==> config.mk <==
export PLATFORM = sky130hd
export DESIGN_NAME = accum_alu
export DESIGN_NICKNAME = d
export VERILOG_FILES = /design/src/rtl/accum_alu.sv
export SDC_FILE = /design/constraint.sdc
export NUM_CORES = 1
export LEC_CHECK = 0
export ABC_AREA = 1
export CAP_MARGIN = 10
export CORE_UTILIZATION = 45
export CTS_BUF_LIST = sky130_fd_sc_hd__clkbuf_2 sky130_fd_sc_hd__clkbuf_4 sky130_fd_sc_hd__clkbuf_8
export DETAILED_ROUTE_END_ITERATION = 6
export HOLD_SLACK_MARGIN = 0.12
export PLACE_DENSITY = 0.66
export SLEW_MARGIN = 30
export SYNTH_ARGS = -nofsm -noshare
export SYNTH_HDL_FRONTEND = slang
export SYNTH_SLANG_ARGS = --single-unit
==> constraint.sdc <==
create_clock -name clk -period 2.9 [get_ports clk]
set_clock_uncertainty 0.15 [all_clocks]
set_input_delay 0.435 -clock clk [delete_from_list [all_inputs] [get_ports clk]]
set_output_delay 0.435 -clock clk [all_outputs]
set_load 0.02 [all_outputs]
==> src/rtl/accum_alu.sv <==
// accum_alu: registered, handshaked add/subtract unit with NCH independent
// accumulator channels and a single output register (one result per accepted
// command, full throughput).
// Optional feature: define ACCUM_ALU_SATURATE_EN to make ADD/ACC saturate to
// all-ones on carry-out and SUB saturate to zero on borrow. The default build
// uses wrap-around arithmetic.
module accum_alu #(
  parameter  int WIDTH = 8,
  parameter  int NCH   = 4,
  localparam int CHW   = $clog2(NCH)
) (
  input  logic             clk,
  input  logic             rst_n,
  input  logic             in_valid,
  output logic             in_ready,
  input  logic [1:0]       op,
  input  logic [CHW-1:0]   ch,
  input  logic [WIDTH-1:0] a,
  input  logic [WIDTH-1:0] b,
  output logic             out_valid,
  input  logic             out_ready,
  output logic [WIDTH-1:0] result,
  output logic             carry,
  output logic [CHW-1:0]   out_ch
);

  typedef enum logic [1:0] {
    OP_ADD = 2'b00,
    OP_SUB = 2'b01,
    OP_ACC = 2'b10,
    OP_CLR = 2'b11
  } op_e;

`ifdef ACCUM_ALU_SATURATE_EN
  localparam bit SAT = 1'b1;
`else
  localparam bit SAT = 1'b0;
`endif

  logic [WIDTH-1:0] acc [NCH];

  logic             accept;
  logic [WIDTH:0]   add_sum;
  logic [WIDTH:0]   sub_diff;
  logic [WIDTH:0]   acc_sum;
  logic [WIDTH-1:0] acc_sel;
  logic [WIDTH-1:0] nxt_result;
  logic             nxt_carry;
  logic [CHW-1:0]   nxt_ch;
  logic             acc_we;
  logic [WIDTH-1:0] acc_wdata;

  // The output register frees up when it is empty or being drained this cycle.
  assign in_ready = !out_valid || out_ready;
  assign accept   = in_valid && in_ready;
  assign acc_sel  = acc[ch];

  // Datapath: all three arithmetic results are WIDTH+1 wide so the top bit is
  // the carry (ADD/ACC) or the borrow (SUB, set exactly when a < b).
  assign add_sum  = {1'b0, a} + {1'b0, b};
  assign sub_diff = {1'b0, a} - {1'b0, b};
  assign acc_sum  = {1'b0, acc_sel} + {1'b0, a};

  // Decode the command into the next output-register contents and the
  // accumulator write for the selected channel.
  always_comb begin
    // NOTE: every signal gets a default first so no path leaves one unassigned
    // and no latch is inferred.
    nxt_result = '0;
    nxt_carry  = 1'b0;
    nxt_ch     = '0;
    acc_we     = 1'b0;
    acc_wdata  = '0;
    unique case (op_e'(op))
      OP_ADD: begin
        nxt_carry  = add_sum[WIDTH];
        nxt_result = (SAT && add_sum[WIDTH]) ? '1 : add_sum[WIDTH-1:0];
      end
      OP_SUB: begin
        nxt_carry  = sub_diff[WIDTH];
        nxt_result = (SAT && sub_diff[WIDTH]) ? '0 : sub_diff[WIDTH-1:0];
      end
      OP_ACC: begin
        nxt_carry  = acc_sum[WIDTH];
        nxt_result = (SAT && acc_sum[WIDTH]) ? '1 : acc_sum[WIDTH-1:0];
        nxt_ch     = ch;
        acc_we     = 1'b1;
        acc_wdata  = nxt_result;
      end
      OP_CLR: begin
        nxt_result = acc_sel;
        nxt_ch     = ch;
        acc_we     = 1'b1;
      end
      default: ;
    endcase
  end

  // Output register: load on accept, drop valid on a drain without accept,
  // otherwise hold. Reset discards any in-flight result.
  always_ff @(posedge clk) begin
    // NOTE: sequential state uses non-blocking assignments so every register
    // samples pre-edge values regardless of statement order.
    if (!rst_n) begin
      out_valid <= 1'b0;
      result    <= '0;
      carry     <= 1'b0;
      out_ch    <= '0;
    end else if (accept) begin
      out_valid <= 1'b1;
      result    <= nxt_result;
      carry     <= nxt_carry;
      out_ch    <= nxt_ch;
    end else if (out_ready) begin
      out_valid <= 1'b0;
    end
  end

  // Accumulator bank: only the selected channel is written, and only on accept.
  always_ff @(posedge clk) begin
    // NOTE: the accumulators are architectural state with a defined reset
    // value, so the bank is cleared in reset like ordinary flops rather than
    // left as an unreset memory.
    if (!rst_n) begin
      for (int i = 0; i < NCH; i++) acc[i] <= '0;
    end else if (accept && acc_we) begin
      acc[ch] <= acc_wdata;
    end
  end

endmodule

**After elaboration in Yosys (flattened, before gate mapping)**

Memories as Yosys holds them, arrays and structs flattened.
Cells that the tools add are included.

- Register bits: 12
- Memory bits (writable): 32
- Bits of input ports: 24
- Output and inout bits: 13
- Logic and storage cells: 33
- Memories: 1

Memories:

| name | depth | bits a word | read ports | clocked after Yosys merged registers in | wr ports | RTL line | text |
|---|---|---|---|---|---|---|---|
| acc | 4 | 8 | 1 | 0 | 4 | 40 | `logic [WIDTH-1:0] acc [NCH];` |

- Add/subtract/negate cells: 3
- Equality and inequality tests: 3
- Multiplexer cells: 14
- Reductions and logical operators: 8

Operators with widths:

| cell | number |
|---|---|
| one-hot mux 8 bit (4 select lines) | 1 |
| adder 8 x 8 -> 9 bit | 2 |
| 2-to-1 mux 8 bit | 2 |
| subtractor 8 x 8 -> 9 bit | 1 |
| 2-to-1 mux 1 bit | 8 |
| OR reduction 8 bit | 1 |
| == test 2 bit, second input constant | 2 |
| 2-to-1 mux 2 bit | 2 |
| one-hot mux 1 bit (3 select lines) | 1 |
| == test 2 x 1 -> 1 bit, second input constant | 1 |
| logical AND 1 bit | 2 |
| zero test 2 bit | 1 |
| nonzero test 2 bit | 1 |
| OR reduction 2 bit | 1 |
| zero test 1 bit | 1 |
| logical OR 1 bit | 1 |

**Longest topological paths before layout**

Gate-level depths: netlist of the first run.

- Depth after elaboration: 9
- Mapped depth: 17
- Depth with buffers taken out: 16

**Least setup slack after synthesis of the first run**

OpenSTA, ideal clock, no wires.

- Kind: in2reg
- Start point: in ch[0]
- End point: reg result[6]
- Setup time: 117 ps
- Arrival: 2259 ps
- Data required time: 2633 ps
- Setup slack: 374 ps
- Stages: 17
- Buffers on the path: 2
- Cells stage by stage: buf_4 > buf_6 > o21ai_0 > o22ai_1 > ha_1 > inv_1 > fa_1 > inv_1 > nand2_1 > nand2_1 > nand3_1 > nand2_1 > nand2_1 > nand3_1 > nand3_1 > nor2_1 > nor2_1

- Word-level cells in the longest chain between the ends: 3

Ends and longest elaborated chain:

| item | RTL line | text |
|---|---|---|
| from (decl) | 17 | `input logic [CHW-1:0] ch,` |
| memory (4 x 8 bit) (*) | -- |  |
| adder 8 x 8 -> 9 bit | 62 | `assign acc_sum = {1'b0, acc_sel} + {1'b0, a};` |
| one-hot mux 8 bit (4 select lines) (*) | 74 | `unique case (op_e'(op))` |
| to (signal assigned) | 111 | `result <= nxt_result;` |
| to (decl) | 22 | `output logic [WIDTH-1:0] result,` |

Mark *: on every way between the ends. The rest lies on a longest branch, timed or not.
A chain may end at the register's enable or synchronous reset.

**Worst setup path in the final report of the first run**

- Start point: in ch[1]
- End point: reg result[6]

Same word-level chain as after synthesis.

==> flow_metrics.env, run 1 <==
export IMPL_status="completed"
export IMPL_synthFlopType="edfxtp_1"
export IMPL_cellLeakagePower_nw=1.85
export IMPL_synthTopCellsByCount="nand2_1 (99), nor2_1 (72), inv_1 (54)"
export IMPL_port_buffers=36
export IMPL_hold_start="out_ch[0]"
export IMPL_post_synth_top_count_cell="nand2_1"
export IMPL_num_antenna_cells=0
export IMPL_synth_top_area_cell="edfxtp_1"
export IMPL_finalMaxSlewViolations=0
export IMPL_period_share=0.933
export IMPL_placed_area_um2=3860
export IMPL_syn_to_final_growth_pct=23.1
export IMPL_drive_gt1_frac=0.114
export IMPL_route_met2_wl_mm=3.75
export IMPL_dr_pass1_iters=5
export IMPL_grt_overflow_total=0
export IMPL_critical_path_peak_fanout=5
export IMPL_viasPerCell=5.16
export IMPL_clock_sinks=44
export IMPL_syn_num_nets=488
export IMPL_vias=3070
export IMPL_maxSlewHeadroom=0.727
export IMPL_cts_hold_buf=0
export IMPL_nFillCells=672
export IMPL_dp_slack_ns=-0.273
export IMPL_drc=0
export IMPL_postLayoutSetupSlackWorst_ns=0.193
export IMPL_pin_count=37
export IMPL_post_synth_top_area_fraction=0.297
export IMPL_finalNetCount=549
export IMPL_initial_core_util=0.471
export IMPL_htree_levels=2
export IMPL_avgSynthCellArea_um2=7.40
export IMPL_antenna_found_initial=0
export IMPL_yosysWarnings=0
export IMPL_route_met3_wl_um=444
export IMPL_clock_latency_ns=0.30
export IMPL_final_util=0.580
export IMPL_wl_met1_mm=4.14
export IMPL_grt_pass1_vias=2796
export IMPL_synth_cells=437
export IMPL_cts_resized=0
export IMPL_wl_per_cell_um=14.2
export IMPL_worstPathArrival_ns=2.75
export IMPL_cts_tree="yes"
export IMPL_worst_setup_path_type="input pin to flip-flop"
export IMPL_grt_max_degree=18
export IMPL_totalWireLength_mm=8.46
export IMPL_period_minus_slack_ns=2.71
export IMPL_dpl_cell_count=587
export IMPL_grtUsageTotal=0.240
export IMPL_clkTransAtPathRegs_ns=0.08
export IMPL_core_area_um2=6870
export IMPL_hold_violations=0
export IMPL_powerDensity_nw_per_um2=427
export IMPL_reg2reg_from="acc[2][0]"
export IMPL_cp_required_ns=2.94
export IMPL_design_area_um2=3980
export IMPL_ys_seq_area_frac=0.371
export IMPL_grt_first_pass_wirelength_mm=13.7
export IMPL_setup_viol=0
export IMPL_crit_start="ch[1]"
export IMPL_synth_seq_cells=44
export IMPL_ant_nets=0
export IMPL_rows=30
export IMPL_yosys_top_cells_area="edfxtp_1 (30%), nand2_1 (11%), ha_1 (9.3%), nor2_1 (8.4%), dfxtp_1 (7.4%)"
export IMPL_fp_dieW_um=86.8
export IMPL_die_area_um2=7530
export IMPL_endpoint_kind="flip-flop"
export IMPL_root_buffer="clkbuf_8"
export IMPL_worst_slew_pin_slew_ns=0.408
export IMPL_top_layer="met4"
export IMPL_fp_dieH_um=86.8
export IMPL_crit_path_start_kind="input pin"
export IMPL_cts_buffers=5
export IMPL_final_cells=595
export IMPL_peakVddDrop_v=0.000185
export IMPL_cap_viol_max_count=0
export IMPL_syn_cell_area_um2=3240
export IMPL_rsz0062_at_grt="no"
export IMPL_cts_setup_buffers=0
export IMPL_cts_buffer_depth=2
export IMPL_first_iter_violations=203
export IMPL_synth_edf_count=32
export IMPL_fmax_mhz=369
export IMPL_dp_hpwl_mm=6.65
export IMPL_synth_cell_types=36
export IMPL_hold_class="flip-flop to flip-flop"
export IMPL_place_congestion=0.899
export IMPL_async_reset_ff_frac=0
## final timing paths
path | end | slack, ns | depth (start not counted)
setup / recovery | result[6] | 0.19 | 16
hold / removal | out_ch[0] | 0.33 | 2
setup reg to reg | result[6] | 0.50 | 15
hold reg to reg | out_ch[0] | 0.33 | 2
## kinds of logic (layout without fill, tap and decap cells)
logic type,count (synthesis),in the layout,share of synthesized area
simple gates,232,232,0.312
fa+ha+maj,27,27,0.111
xor+xnor,1,1,0.00271
compound gates,63,63,0.110
flops,44,44,0.371
buf+inv,70,132,0.0928
## layout by cell type (no fill, tap or decap), types with 2 or more instances in the layout
cell,Yosys,routed
nand3_1,36,35
nor2_4,3,3
fa_1,3,3
buf_4,2,29
edfxtp_1,32,32
dfxtp_1,12,12
o22ai_1,4,3
inv_2,4,4
inv_1,54,54
a21boi_1,2,2
nand3b_1,4,4
a21oi_1,16,16
nand2_4,2,2
nor2_1,72,72
nand4_1,7,7
a211oi_1,2,2
o22ai_2,2,3
clkbuf_8,0,5
o21ai_1,2,2
ha_1,24,24
and2_1,2,2
clkdlybuf4s50_1,0,35
nand2_2,3,3
o21ai_0,31,31
nand2_1,99,99
## area by class of cell
class	instances	area (um^2)	share of cell area
Clock buffer	6	76.3	0.0192
Clock inverter	2	35.0	0.00880
Inverter	59	224	0.0562
Multi-Input combinational cell	323	1750	0.438
Sequential cell	44	1200	0.302
Tap cell	96	120	0.0302
Timing Repair Buffer	65	581	0.146
## layer usage
metal	global-route usage	vias up
li1	-	1557
met1	0.341	1402
met2	0.382	97
met3	0.0410	14
met4	0.0576	0
met5	0	-
## report_power, final
group	total, W	internal [W]	switching, W
Combinational	0.000508	0.000209	0.000300
Clock	0.000474	0.000265	0.000209
Sequential	0.000720	0.000706	0.0000135
Total	0.00170	0.00118	0.000522
## stage by stage
step	hold WS (ns)	TNS (ns)	power, W
finish	0.328	0	0.00170
global route	0.368	0	0.00179
CTS	0.332	0	0.00170
detailed placement	0.320	-4.49	0.00124
global placement	0.305	-1.68	0.00123
floorplan	0.389	0	0.00104
## critical path, stage by stage
cell	delay, ns
clkdlybuf4s50_1	0.49
o21ai_0	0.10
o22ai_2	0.21
ha_1	0.20
inv_1	0.06
fa_1	0.37
inv_1	0.08
nand2_1	0.06
nand2_1	0.13
nand3_1	0.10
nand2_1	0.07
nand2_1	0.04
nand3_1	0.15
nand3_1	0.09
nor2_1	0.10
nor2_1	0.04
## state kept, by name (all words and copies together), names as in the netlist
signal / count
acc: 32
carry: 1
out_ch: 2
out_valid: 1
result: 8
Power figures use the tool's default switching activity.
==> run 2: changes to the inputs <==
--- a/config.mk
+++ b/config.mk
@@ -11,6 +11,7 @@
 export CTS_BUF_LIST = sky130_fd_sc_hd__clkbuf_2 sky130_fd_sc_hd__clkbuf_4 sky130_fd_sc_hd__clkbuf_8
 export DETAILED_ROUTE_END_ITERATION = 6
 export HOLD_SLACK_MARGIN = 0.12
+export MAX_ROUTING_LAYER = met4
 export PLACE_DENSITY = 0.66
 export SLEW_MARGIN = 30
 export SYNTH_ARGS = -nofsm -noshare
==> run 2 against run 1 <==
  * Sequential cell count unchanged
  * Global-route usage increased by 0.34 points
  * Wire length increased by 0.35%
  * Largest power group unchanged
  * Power increased by 0.37%
  * Clock power about the same
==> flow_metrics.env, run 2 (synthesized netlist as in run 1, its figures left out) <==
export IMPL_status="completed"
export IMPL_mostFrequentLayoutCells="nand2_1 (98), nor2_1 (72), inv_1 (54), nand3_1 (35)"
export IMPL_top_register="acc"
export IMPL_dp_hpwl_mm=6.70
export IMPL_place_congestion=0.880
export IMPL_port_buffers=36
export IMPL_cellLeakagePower_nw=1.88
export IMPL_power_net_switching_w=0.000533
export IMPL_worstPathArrival_ns=2.43
export IMPL_slowest_delay_ns=0.36
export IMPL_final_common_cell="nand2_1"
export IMPL_top_usage_layer="met2"
export IMPL_maxSlewHeadroom=0.720
export IMPL_vias=3004
export IMPL_cpMaxStageDelayCell="edfxtp_1"
export IMPL_viasPerCell=5.01
export IMPL_hold_class="flip-flop to flip-flop"
export IMPL_cap_viol_max_count=0
export IMPL_final_util=0.585
export IMPL_clock_sinks=44
export IMPL_p_comb_frac=0.301
export IMPL_totalWireLength_mm=8.49
export IMPL_wl_per_cell_um=14.2
export IMPL_htree_levels=2
export IMPL_clock_latency_ns=0.29
export IMPL_endpoint_kind="flip-flop"
export IMPL_grt_pass1_vias=2755
export IMPL_cts_tree="yes"
export IMPL_grtUsageTotal=0.244
export IMPL_crit_buf_inv=2
export IMPL_fmax_mhz=410
export IMPL_first_iter_violations=182
export IMPL_worst_slew_pin_slew_ns=0.419
export IMPL_hold_violations=0
export IMPL_period_minus_slack_ns=2.44
export IMPL_worst_setup_path_type="flip-flop to flip-flop"
export IMPL_top_regs="acc x32, result x8, out_ch x2"
export IMPL_internal_power_w=0.00118
export IMPL_placed_area_um2=3880
export IMPL_grt_max_degree=18
export IMPL_die_area_um2=7530
export IMPL_cp_required_ns=2.89
export IMPL_clkPwrFrac=0.278
export IMPL_power_share_switching=0.312
export IMPL_crit_path_frequent_cell="inv_1"
export IMPL_period_share=0.842
export IMPL_clkTransAtPathRegs_ns=0.09
export IMPL_crit_path_start_kind="flip-flop"
export IMPL_root_buffer="clkbuf_8"
export IMPL_cts_buffer_depth=2
export IMPL_cts_buffers=5
export IMPL_largest_reg_flops=32
export IMPL_core_area_um2=6870
export IMPL_fp_dieH_um=86.8
export IMPL_crit_path_cell_trace="o21ai_0 > o22ai_1 > ha_2 > inv_1 > fa_1 > inv_1 > nand2_1 > nand2_2 > a21oi_1 > nand3b_1 > nor2_1"
export IMPL_critical_path_peak_fanout=5
export IMPL_cp_top_family="simple AND/OR/NAND/NOR gates"
export IMPL_ant_nets=0
export IMPL_finalNetCount=554
export IMPL_rsz0062_at_grt="no"
export IMPL_syn_to_final_growth_pct=24.3
export IMPL_cts_hold_buf=0
export IMPL_peakVddDrop_v=0.000273
export IMPL_grt_first_pass_wirelength_mm=13.5
export IMPL_drive_gt1_frac=0.123
export IMPL_antenna_found_initial=0
export IMPL_powerDensity_nw_per_um2=425
export IMPL_dr_pass1_iters=5
export IMPL_fp_dieW_um=86.8
export IMPL_grtUsageMet2=0.364
export IMPL_setup_viol=0
export IMPL_finalMaxSlewViolations=0
export IMPL_num_antenna_cells=0
export IMPL_rows=30
export IMPL_whs_ns=0.321
export IMPL_power_frac_seq=0.421
export IMPL_met1_usage=0.346
export IMPL_design_area_um2=4020
export IMPL_initial_core_util=0.471
export IMPL_grt_overflow_total=0
export IMPL_pin_count=37
export IMPL_grtUsageMet3=0.0371
export IMPL_drc=0
[run 2: cell count changes in the layout (fill, tap and decap cells not counted), sizes merged]
cell	change
buf	+5
clkbuf	-1
clkdlybuf4s50	-1
clkinv	+1
dlymetal6s2s	+1
[run 2: final cells by class]
class	count	area (um^2)
Fill cell	677	2850
Multi-Input combinational cell	323	1740
Sequential cell	44	1200
Timing Repair Buffer	70	621
Inverter	59	224
Tap cell	96	120
Clock buffer	5	68.8
Clock inverter	3	42.5
[run 2: worst reg2reg max path: stages, from the launching register on]
cell	delay, ns
edfxtp_1	0.36
o21ai_0	0.09
o22ai_1	0.30
ha_2	0.24
inv_1	0.05
fa_1	0.35
inv_1	0.08
nand2_1	0.08
nand2_2	0.10
a21oi_1	0.06
nand3b_1	0.25
nor2_1	0.19
[run 2: path summary, 6_finish.rpt]
| kind | startpoint | to | slack, ns | cells after the start |
|---|---|---|---|---|
| min reg2reg | out_ch[0] | out_ch[0] | 0.32 | 2 |
| min | out_ch[0] | out_ch[0] | 0.32 | 2 |
| max reg2reg | acc[2][0] | acc[0][4] | 0.46 | 11 |
| max | acc[2][0] | acc[0][4] | 0.46 | 11 |
[run 2: what timing repair did]
| item | 4_1_cts | 5_1_grt |
|---|---|---|
| buffers inserted | 0 | 2 |
| endpoints found under the setup margin | 0 | 16 |
| resized for setup | 0 | 5 |
[run 2: stage by stage]
stage / total power [W] / instances / setup WS (ns) / TNS, ns
3_3_place_gp: 0.00123 / 590 / -0.138 / -1.46
3_5_place_dp: 0.00124 / 590 / -0.236 / -3.71
6_report: 0.00171 / 600 / 0.458 / 0
5_1_grt: 0.00180 / 600 / 0.253 / 0
4_1_cts: 0.00170 / 598 / 0.0683 / 0
2_1_floorplan: 0.00104 / 437 / 0.374 / 0
[run 2: power by group through the flow]
| stage | clock network, W | logic (W) | registers (W) |
|---|---|---|---|
| 3_5_place_dp | 0 | 0.000505 | 0.000734 |
| 2_1_floorplan | 0 | 0.000295 | 0.000747 |
| 3_3_place_gp | 0 | 0.000498 | 0.000734 |
| 6_report | 0.000475 | 0.000514 | 0.000720 |
| 4_1_cts | 0.000476 | 0.000507 | 0.000720 |
| 5_1_grt | 0.000500 | 0.000574 | 0.000724 |
[run 2: layer usage]
layer	share of wire	vias up
li1	-	1558
met1	0.50	1337
met2	0.43	100
met3	0.052	9
met4	0.016	0
met5	0	-
==> run 3: changes to the inputs <==
==> constraint.sdc (replaced) <==
create_clock -name clk -period 2.3 [get_ports clk]
set_clock_uncertainty 0.15 [all_clocks]
set_input_delay 0.345 -clock clk [delete_from_list [all_inputs] [get_ports clk]]
set_output_delay 0.345 -clock clk [all_outputs]
set_load 0.02 [all_outputs]
==> run 3 against run 2 <==
  * First-iteration DRC count stayed put
  * Clock power is 25% higher
  * Design area is 7.6% higher
  * Cell count is 4.2% higher
  * Global-route usage is 1.4 points higher
  * Sequential share of layout area is 2.1 points lower
  * Highest routed layer unchanged
==> flow_metrics.env, run 3 (synthesized netlist as in run 1, its figures left out) <==
export IMPL_powerDensity_nw_per_um2=520
export IMPL_cp_required_ns=2.20
export IMPL_critical_path_peak_fanout=4
export IMPL_cts_hold_buf=0
export IMPL_rsz0062_at_grt="yes"
export IMPL_dp_hpwl_mm=6.87
export IMPL_top_register="acc"
export IMPL_cts_tree="yes"
export IMPL_worstPathArrival_ns=2.16
export IMPL_setup_viol=0
export IMPL_route_met2_wl_mm=4.05
export IMPL_grt_pass1_vias=2919
export IMPL_clock_sinks=44
export IMPL_core_area_um2=6870
export IMPL_drive_gt1_frac=0.212
export IMPL_fp_dieW_um=86.8
export IMPL_htree_levels=2
export IMPL_worst_slew_pin_slew_ns=0.377
export IMPL_final_util=0.630
export IMPL_die_area_um2=7530
export IMPL_crit_path_start_kind="flip-flop"
export IMPL_num_antenna_cells=0
export IMPL_top_layer="met4"
export IMPL_peakVddDrop_v=0.000276
export IMPL_hold_violations=0
export IMPL_period_share=0.981
export IMPL_cts_buffers=5
export IMPL_totalWireLength_mm=9.05
export IMPL_final_common_cell="nand2_1"
export IMPL_ant_nets=0
export IMPL_cap_viol_max_count=0
export IMPL_dr_pass1_iters=5
export IMPL_finalNetCount=579
export IMPL_grt_overflow_total=0
export IMPL_worst_setup_path_type="flip-flop to flip-flop"
export IMPL_tns_ns=0
export IMPL_hold_class="flip-flop to flip-flop"
export IMPL_grtUsageTotal=0.258
export IMPL_first_iter_violations=182
export IMPL_place_congestion=0.866
export IMPL_fmax_mhz=443
export IMPL_period_minus_slack_ns=2.26
export IMPL_mostFrequentLayoutCells="nand2_1 (95), nor2_1 (68), buf_4 (55), inv_1 (51), clkdlybuf4s50_1 (33)"
export IMPL_rows=30
export IMPL_viasPerCell=5.13
export IMPL_clock_latency_ns=0.30
export IMPL_reg2reg_depth=12
export IMPL_grt_max_degree=15
export IMPL_wl_met1_mm=4.31
export IMPL_initial_core_util=0.471
export IMPL_wl_per_cell_um=14.5
export IMPL_root_buffer="clkbuf_8"
export IMPL_port_buffers=36
export IMPL_status="completed"
export IMPL_finalMaxSlewViolations=0
export IMPL_grt_first_pass_wirelength_mm=14.3
export IMPL_endpoint_kind="flip-flop"
export IMPL_holdPathStages=2
export IMPL_route_met3_wl_um=575
export IMPL_maxSlewHeadroom=0.746
export IMPL_largest_reg_flops=32
export IMPL_cts_buffer_depth=2
export IMPL_cellLeakagePower_nw=2.02
export IMPL_drc=0
export IMPL_syn_to_final_growth_pct=33.7
export IMPL_fp_dieH_um=86.8
export IMPL_pin_count=37
export IMPL_vias=3206
export IMPL_clkTransAtPathRegs_ns=0.08
export IMPL_antenna_found_initial=0
export IMPL_top_regs="acc x32, result x8, out_ch x2"
## run 3: changes by cell type in the layout (fill, tap and decap cells not counted), moves of 4 or more
cell | previous run | this run
buf_4 | 34 | 55
o21ai_0 | 31 | 26
nand3_1 | 35 | 31
nor2_1 | 72 | 68
nor2_2 | 1 | 5
o21ai_1 | 2 | 6
## run 3: cell type report
| cell class | instances | area, um^2 |
|---|---|---|
| Tap cell | 96 | 120 |
| Clock buffer | 6 | 76.3 |
| Sequential cell | 44 | 1200 |
| Multi-Input combinational cell | 323 | 1860 |
| Fill cell | 642 | 2540 |
| Timing Repair Buffer | 95 | 807 |
| Inverter | 59 | 224 |
| Clock inverter | 2 | 35.0 |
## run 3: per-stage QoR
stage	setup WS [ns]	power (W)	cell area, um^2	instances	hold slack [ns]
floorplan	-0.0103	0.00132	3270	437	0.333
global placement	-0.680	0.00160	4070	612	0.306
detailed placement	-0.716	0.00161	4070	612	0.308
CTS	0.0308	0.00222	4230	623	0.323
global route	-0.0612	0.00236	4330	625	0.347
finish	0.0443	0.00225	4330	625	0.319
## run 3: timing repair
| action | in CTS | in global routing |
|---|---|---|
| pin swaps | 5 | 9 |
| cloned | 1 | 0 |
| setup buffers | 2 | 2 |
| resized for setup | 11 | 27 |
| endpoints found under the setup margin | 36 | 23 |
## run 3: power by group
group	total, W	switching [W]	internal (W)
clock	0.000593	0.000259	0.000334
combinational	0.000750	0.000422	0.000329
sequential	0.000905	0.0000150	0.000890
## run 3: per-layer routing
layer	global-route usage	up-vias
met5	-	-
met4	0.0545	0
met3	0.0305	9
met2	0.395	116
met1	0.368	1464
li1	-	1617
## run 3: path summary, 6_finish.rpt
check / start / end / slack (ns)
max: acc[2][0] / acc[1][4] / 0.04
min: carry / carry / 0.32
max reg2reg: acc[2][0] / acc[1][4] / 0.04
min reg2reg: carry / carry / 0.32
## run 3: critical path: stages, from the launching register on
cell and delay, ns:
edfxtp_1 0.35, o21ai_2 0.06, o22ai_2 0.19, ha_2 0.22
inv_2 0.05, fa_2 0.35, inv_2 0.08, nand2_4 0.05
nand2_4 0.08, nand3_1 0.09, nand3b_1 0.14, buf_6 0.14
nor2_1 0.04
